**config.mk**
```make
export PLATFORM = sky130hd
export DESIGN_NAME = block_fill_engine_flat
export DESIGN_NICKNAME = d
export VERILOG_FILES = /design/src/rtl/block_fill_if.sv /design/src/rtl/block_fill_engine.sv /design/src/flat_wrapper.sv
export SDC_FILE = /design/constraint.sdc
export NUM_CORES = 1
export LEC_CHECK = 0
export ABC_AREA = 1
export BUFFER_PORTS_ARGS = -buffer_cell sky130_fd_sc_hd__buf_2
export CELL_PAD_IN_SITES_DETAIL_PLACEMENT = 1
export CELL_PAD_IN_SITES_GLOBAL_PLACEMENT = 1
export CORE_UTILIZATION = 34
export CTS_CLUSTER_DIAMETER = 120
export CTS_CLUSTER_SIZE = 25
export DETAILED_ROUTE_END_ITERATION = 10
export HOLD_SLACK_MARGIN = 0.1
export PLACE_DENSITY = 0.73
export SYNTH_ARGS = -nofsm -noshare
export SYNTH_HDL_FRONTEND = slang
export SYNTH_SLANG_ARGS = --single-unit
```
**constraint.sdc**
```tcl
create_clock -name clk -period 3.4 [get_ports clk]
set_clock_uncertainty 0.2 [all_clocks]
set_input_delay 1.02 -clock clk [delete_from_list [all_inputs] [get_ports clk]]
set_output_delay 1.02 -clock clk [all_outputs]
set_load 0.005 [all_outputs]
```
**src/rtl/block_fill_if.sv**
```systemverilog
// Bundle of the refill engine's request, memory-port and block-store signals.
// master : the refill engine (drives mem_req/mem_addr and the fill strobes)
// slave  : the surrounding control table, block store and memory model
interface block_fill_if #(
  parameter int EXTERNAL_ADDR_SIZE = 16,
  parameter int WORD_SIZE          = 8,
  parameter int WORDS_PER_BLOCK    = 4
);
  localparam int OFF_BITS = $clog2(WORDS_PER_BLOCK);

  logic                          miss_req;
  logic [EXTERNAL_ADDR_SIZE-1:0] miss_addr;
  logic                          flush;
  logic                          mem_req;
  logic [EXTERNAL_ADDR_SIZE-1:0] mem_addr;
  logic                          mem_ack;
  logic [WORD_SIZE-1:0]          mem_rdata;
  logic                          fill_we;
  logic [OFF_BITS-1:0]           fill_idx;
  logic [WORD_SIZE-1:0]          fill_data;
  logic                          block_ready;
  logic                          busy;
  logic                          fill_error;

  modport master (
    input  miss_req, miss_addr, flush, mem_ack, mem_rdata,
    output mem_req, mem_addr, fill_we, fill_idx, fill_data,
           block_ready, busy, fill_error
  );

  modport slave (
    output miss_req, miss_addr, flush, mem_ack, mem_rdata,
    input  mem_req, mem_addr, fill_we, fill_idx, fill_data,
           block_ready, busy, fill_error
  );
endinterface

```
**src/rtl/block_fill_engine.sv**
```systemverilog
// Cache block refill controller: on a miss, reads one whole block from
// external memory word by word over a req/ack handshake and writes each word
// into the block store, then pulses block_ready.
// Ports:
//   clk    rising-edge clock
//   rst_n  asynchronous active-low reset
//   bus    block_fill_if.master: miss_req/miss_addr/flush in, mem_req/mem_addr
//          out with mem_ack/mem_rdata in, fill_we/fill_idx/fill_data out,
//          block_ready/busy/fill_error status out
//
// state | meaning
// IDLE  | waiting for miss_req
// FETCH | mem_req high, waiting for mem_ack (bounded by TIMEOUT cycles)
// WRITE | one-cycle fill_we of the word just returned
// DONE  | one-cycle block_ready pulse
//
// Every output is a register loaded with the value belonging to the state
// being entered, so outputs line up with the state and never follow inputs
// combinationally.
module block_fill_engine #(
  parameter int EXTERNAL_ADDR_SIZE = 16,
  parameter int WORD_SIZE          = 8,
  parameter int WORDS_PER_BLOCK    = 4,
  parameter int TIMEOUT            = 15
) (
  input logic          clk,
  input logic          rst_n,
  block_fill_if.master bus
);
  localparam int OFF_BITS = $clog2(WORDS_PER_BLOCK);
  localparam int CNT_BITS = $clog2(TIMEOUT + 1);

  localparam logic [1:0] IDLE  = 2'd0;
  localparam logic [1:0] FETCH = 2'd1;
  localparam logic [1:0] WRITE = 2'd2;
  localparam logic [1:0] DONE  = 2'd3;

  localparam logic [EXTERNAL_ADDR_SIZE-1:0] OFF_MASK  = EXTERNAL_ADDR_SIZE'(WORDS_PER_BLOCK - 1);
  localparam logic [OFF_BITS-1:0]           IDX_LAST  = OFF_BITS'(WORDS_PER_BLOCK - 1);
  // The counter holds FETCH cycles already spent, so the TIMEOUT-th cycle
  // without an ack is the one that sees TIMEOUT-1.
  localparam logic [CNT_BITS-1:0]           TMO_LAST  = CNT_BITS'(TIMEOUT - 1);
  localparam logic [WORD_SIZE-1:0]          DATA_ZERO = '0;

  logic [1:0]                    state;
  logic [EXTERNAL_ADDR_SIZE-1:0] base;
  logic [OFF_BITS-1:0]           idx;
  logic [CNT_BITS-1:0]           tmo_cnt;

  logic [EXTERNAL_ADDR_SIZE-1:0] miss_base;
  logic [OFF_BITS-1:0]           idx_next;

  assign miss_base = bus.miss_addr & ~OFF_MASK;
  assign idx_next  = idx + OFF_BITS'(1);

  always_ff @(posedge clk or negedge rst_n) begin
    if (!rst_n) begin
      state           <= IDLE;
      base            <= '0;
      idx             <= '0;
      tmo_cnt         <= '0;
      bus.mem_req     <= 1'b0;
      bus.mem_addr    <= '0;
      bus.fill_we     <= 1'b0;
      bus.fill_idx    <= '0;
      bus.fill_data   <= DATA_ZERO;
      bus.block_ready <= 1'b0;
      bus.busy        <= 1'b0;
      bus.fill_error  <= 1'b0;
    end else begin
      bus.fill_we     <= 1'b0;
      bus.block_ready <= 1'b0;
      bus.fill_error  <= 1'b0;

      case (state)
        IDLE: begin
          // flush is meaningless here, so a coincident miss_req wins.
          if (bus.miss_req) begin
            base         <= miss_base;
            idx          <= '0;
            tmo_cnt      <= '0;
            bus.mem_req  <= 1'b1;
            bus.mem_addr <= miss_base;
            bus.busy     <= 1'b1;
            state        <= FETCH;
          end
        end

        FETCH: begin
          // Priority: flush, then ack, then timeout.
          if (bus.flush) begin
            bus.mem_req <= 1'b0;
            bus.busy    <= 1'b0;
            state       <= IDLE;
          end else if (bus.mem_ack) begin
            bus.fill_data <= bus.mem_rdata;
            bus.fill_idx  <= idx;
            bus.fill_we   <= 1'b1;
            bus.mem_req   <= 1'b0;
            state         <= WRITE;
          end else if (tmo_cnt == TMO_LAST) begin
            bus.fill_error <= 1'b1;
            bus.mem_req    <= 1'b0;
            bus.busy       <= 1'b0;
            state          <= IDLE;
          end else begin
            tmo_cnt <= tmo_cnt + CNT_BITS'(1);
          end
        end

        WRITE: begin
          if (bus.flush) begin
            bus.busy <= 1'b0;
            state    <= IDLE;
          end else if (idx == IDX_LAST) begin
            bus.block_ready <= 1'b1;
            state           <= DONE;
          end else begin
            idx          <= idx_next;
            tmo_cnt      <= '0;
            bus.mem_req  <= 1'b1;
            bus.mem_addr <= base | EXTERNAL_ADDR_SIZE'(idx_next);
            state        <= FETCH;
          end
        end

        default: begin
          // DONE always returns to IDLE, flush or not.
          bus.busy <= 1'b0;
          state    <= IDLE;
        end
      endcase
    end
  end
endmodule

```
**src/flat_wrapper.sv**
```systemverilog
// flat-port wrapper written by rule: the top's interface ports become plain ports
module block_fill_engine_flat 
#(
  parameter int EXTERNAL_ADDR_SIZE = 16,
  parameter int WORD_SIZE          = 8,
  parameter int WORDS_PER_BLOCK    = 4,
  parameter int TIMEOUT            = 15
)
  (clk, rst_n, bus_miss_req, bus_miss_addr, bus_flush, bus_mem_ack, bus_mem_rdata, bus_mem_req, bus_mem_addr, bus_fill_we, bus_fill_idx, bus_fill_data, bus_block_ready, bus_busy, bus_fill_error);
  block_fill_if #(.EXTERNAL_ADDR_SIZE(EXTERNAL_ADDR_SIZE), .WORD_SIZE(WORD_SIZE), .WORDS_PER_BLOCK(WORDS_PER_BLOCK)) bus_i ();
  input logic clk;
  input logic rst_n;
  input wire logic [$bits(bus_i.miss_req)-1:0] bus_miss_req;
  input wire logic [$bits(bus_i.miss_addr)-1:0] bus_miss_addr;
  input wire logic [$bits(bus_i.flush)-1:0] bus_flush;
  input wire logic [$bits(bus_i.mem_ack)-1:0] bus_mem_ack;
  input wire logic [$bits(bus_i.mem_rdata)-1:0] bus_mem_rdata;
  output wire logic [$bits(bus_i.mem_req)-1:0] bus_mem_req;
  output wire logic [$bits(bus_i.mem_addr)-1:0] bus_mem_addr;
  output wire logic [$bits(bus_i.fill_we)-1:0] bus_fill_we;
  output wire logic [$bits(bus_i.fill_idx)-1:0] bus_fill_idx;
  output wire logic [$bits(bus_i.fill_data)-1:0] bus_fill_data;
  output wire logic [$bits(bus_i.block_ready)-1:0] bus_block_ready;
  output wire logic [$bits(bus_i.busy)-1:0] bus_busy;
  output wire logic [$bits(bus_i.fill_error)-1:0] bus_fill_error;
  assign bus_i.miss_req = bus_miss_req;
  assign bus_i.miss_addr = bus_miss_addr;
  assign bus_i.flush = bus_flush;
  assign bus_i.mem_ack = bus_mem_ack;
  assign bus_i.mem_rdata = bus_mem_rdata;
  assign bus_mem_req = bus_i.mem_req;
  assign bus_mem_addr = bus_i.mem_addr;
  assign bus_fill_we = bus_i.fill_we;
  assign bus_fill_idx = bus_i.fill_idx;
  assign bus_fill_data = bus_i.fill_data;
  assign bus_block_ready = bus_i.block_ready;
  assign bus_busy = bus_i.busy;
  assign bus_fill_error = bus_i.fill_error;
  block_fill_engine #(.EXTERNAL_ADDR_SIZE(EXTERNAL_ADDR_SIZE), .WORD_SIZE(WORD_SIZE), .WORDS_PER_BLOCK(WORDS_PER_BLOCK), .TIMEOUT(TIMEOUT)) u_core (.clk(clk), .rst_n(rst_n), .bus(bus_i));
endmodule
```
==> out/qor.yml <==
worst_setup_path:
  path_max_fanout: 5
  cp-start-kind: "flip-flop"
  reg2reg_depth: 6
  worstPathArrival_ns: 0.87
  path_buf_inv: 1
  cp-startpoint: "u_core.idx[0]$_DFFE_PN0P_"
  max_stage_delay_ns: 0.43
  r2r_slack_ns: 1.67
  crit_path_end_kind: "primary output"
  r2r_start: "u_core.state[1]$_DFFE_PN0P_"
  r2r_end: "u_core.idx[0]$_DFFE_PN0P_"
  critical_path.cell_chain: "buf_2"
  slowest_stage: "dfrtp_1"
  cp.required_ns: 2.18
  cpLargestDelayFamily: "flip-flops"
  worstSetupPathType: "reg -> out"
routing:
  drcViolationCount: 10
  drt_iter0_markers: 77
  vias_per_cell: 4.64
  dr.pass1.iters: 7
  wl_per_cell_um: 12.6
  via_count: 1813
  ant_nets: 0
  drt-total-wl_um: 4920
sta:
  slew_headroom_pct: 76.1
  rsz0062_at_grt: "no"
  finalCritPeriodShare_pct: 61.6
  fmax_mhz: 478
  setup_viol: 0
  hold_viol_final: 0
  worst_slew_pin_slew_ns: 0.359
  fin_crit_ns: 2.09
  drv_slew: 0
  tns_ns: 0
yosys:
  yosysWarnings: 0
  yosysMostFrequentCell: "nand2_1"
  seq_area_frac_synth_pct: 55.5
  synth-xor-area-share_pct: 0.761
  muxShareOfSynthArea_pct: 0
  avgSynthCellArea_um2: 8.95
  synth_compound_area_share_pct: 9.14
  synth_fa_ha_area_share_pct: 1.63
  synth_nets: 289
  synth-simple-area-share_pct: 25.3
  synth_common_cells: "nand2_1, dfrtp_1, inv_1, nor2_1, o211ai_1"
  syn-cell-area_um2: 2300
  async_reset_ff_share_pct: 100
  ys_seq_elements: 51
  synth_edf_count: 0
  yosysTopAreaCell: "dfrtp_1"
  synth_area_leaders: "dfrtp_1, nand2_1, o211ai_1"
  syn_inst: 257
  synth_top_family_by_area: "simple AND/OR/NAND/NOR gates"
  synth_ff_type: "dfrtp_1"
  post_synth_num_cell_types: 22
  synth_top_area_share_pct: 55.5
cells_and_area:
  diodes: 0
  area_growth_pct: 19.2
  fin_nets: 346
  drive_gt1_share_pct: 27.1
  fillerInstances: 803
floorplan:
  die_y_um: 84.3
  io_pins: 60
  initial_core_util_pct: 35.6
  num_rows: 29
  die-area_um2: 7100
  die_w_um: 84.3
  core_area_um2: 6460
global_route:
  grt_pass1_vias: 1886
  grt_pass1_wl_um: 8630
  antenna_found_initial: 0
  grt_overflow: 0
  grt_use_total_pct: 15.1
  grt_max_degree: 52
run_status:
  violations: "design-rule violations"
  status: "finished with violations"
clock_network:
  clkSinkCount: 51
  cts_hold_buf: 0
  cts-root-buf: "clkbuf_8"
  ctsResizeCount: 0
  cts.reportedPaths.clkPinSlew_ns: 0.09
  cts_setup_buffers: 0
  htree_levels: 2
  cts_max_path_buffers: 2
  cts_buffers: 5
  worstSkewPairLatency_ns: 0.29
  tritoncts: "built"
worst_hold_path:
  holdPathEnd: "u_core.bus.fill_data[2]$_DFFE_PN0P_"
  min_from: "u_core.bus.fill_data[2]$_DFFE_PN0P_"
  holdPathStages: 2
  worstHoldPathType: "reg -> reg"
power_and_ir_drop:
  switching_share_pct: 35.5
  p_switching_w: 0.000750
  clkPwrFrac_pct: 19.4
  power_density_nw_per_um2: 771
  leakage_nw: 1.52
  combPwrFrac_pct: 33.6
  p_int_w: 0.00136
  power.total_w: 0.00211
  seqPwrFrac_pct: 47.0
  ir_drop_mv: 0.270
place:
  dpl.hpwl_um: 3370
  io_buffers: 57
  gp_congestion: 0.750
job:
  drv_cap: 0
==> sequential cells by signal, summed over array words and instances, names as in the netlist <==
| signal | flops |
|---|---|
| u_core.bus.fill_data | 8 |
| u_core.tmo_cnt | 4 |
| u_core.bus.fill_idx | 2 |
| u_core.bus.fill_we | 1 |
| u_core.idx | 1 |
| u_core.base | 14 |
| u_core.bus.block_ready | 1 |
| u_core.state | 2 |
| u_core.bus.mem_req | 1 |
| u_core.bus.mem_addr | 15 |
| u_core.bus.busy | 1 |
| u_core.bus.fill_error | 1 |
==> worst max-delay path by stage <==
stage / to / slack [ns] / cells past startpoint
2_1_floorplan: u_core.bus.mem_addr[10]$_DFFE_PN0P_ / 1.40 / 7
3_3_place_gp: u_core.idx[0]$_DFFE_PN0P_ / 1.16 / 7
3_5_place_dp: u_core.idx[0]$_DFFE_PN0P_ / 1.14 / 7
4_1_cts: bus_mem_addr[0] / 1.28 / 1
5_1_grt: bus_mem_addr[0] / 1.26 / 1
6_report: bus_mem_addr[0] / 1.31 / 1
==> metrics by stage <==
stage / cell area (um2) / worst slack, ns / instances / utilization (%) / hold WS, ns
global placement: 2640 / 1.16 / 384 / 40.9 / 0.249
global route: 2740 / 1.26 / 391 / 42.5 / 0.299
CTS: 2740 / 1.28 / 391 / 42.5 / 0.278
floorplan: 2300 / 1.40 / 257 / - / 0.259
finish: 2740 / 1.31 / 391 / 42.5 / 0.273
detailed placement: 2640 / 1.14 / 384 / 40.9 / 0.256
==> area by class of cell <==
class	count	area [um2]	area share (%)
flip-flops and latches	51	1280	46.5
repair buffers	59	313	11.4
clock inverters	1	30.0	1.09
multi-input cells	171	847	30.9
inverters	26	108	3.92
well taps	77	96.3	3.51
clock buffers	6	72.6	2.65
==> placed cells by master, fill, tap and decap left out, types with 3 or more instances in the layout <==
| cell type | synthesis | final |
|---|---|---|
| buf_2 | 5 | 57 |
| nand3_1 | 8 | 8 |
| clkbuf_8 | 0 | 5 |
| nand2_1 | 91 | 91 |
| dfrtp_1 | 51 | 51 |
| a21oi_1 | 8 | 8 |
| ha_1 | 3 | 3 |
| o21ai_0 | 5 | 5 |
| nor2_1 | 15 | 15 |
| inv_1 | 21 | 21 |
| nand2_2 | 9 | 9 |
| inv_2 | 3 | 3 |
| o21ai_1 | 8 | 8 |
| o211ai_1 | 14 | 14 |
==> cell families (layout without fill, tap and decap cells) <==
| family | count (synthesis) | after routing |
|---|---|---|
| AOI/OAI and AO/OA | 35 | 35 |
| DFF | 51 | 51 |
| adders and majority gates | 3 | 3 |
| and+or+nand+nor | 131 | 131 |
| xor gates and xnor gates | 2 | 2 |
| buffers and inverters | 35 | 92 |
==> per-layer routing <==
layer	up-vias	wire length [um]	global-route usage, %
li1	914	-	-
met1	852	2370	19.7
met2	40	2270	25.2
met3	7	223	3.24
met4	0	55	4.70
met5	-	0	0
==> power by group through the flow <==
stage                     logic [W]  registers, W  clock network, W
final                      0.000710      0.000993          0.000410
after global routing       0.000827       0.00103          0.000445
after CTS                  0.000734      0.000998          0.000423
after detailed placement   0.000730       0.00101                 0
after global placement     0.000703      0.000997                 0
after floorplan            0.000456       0.00101                 0
Note: power is estimated with default switching activity, not from simulation.
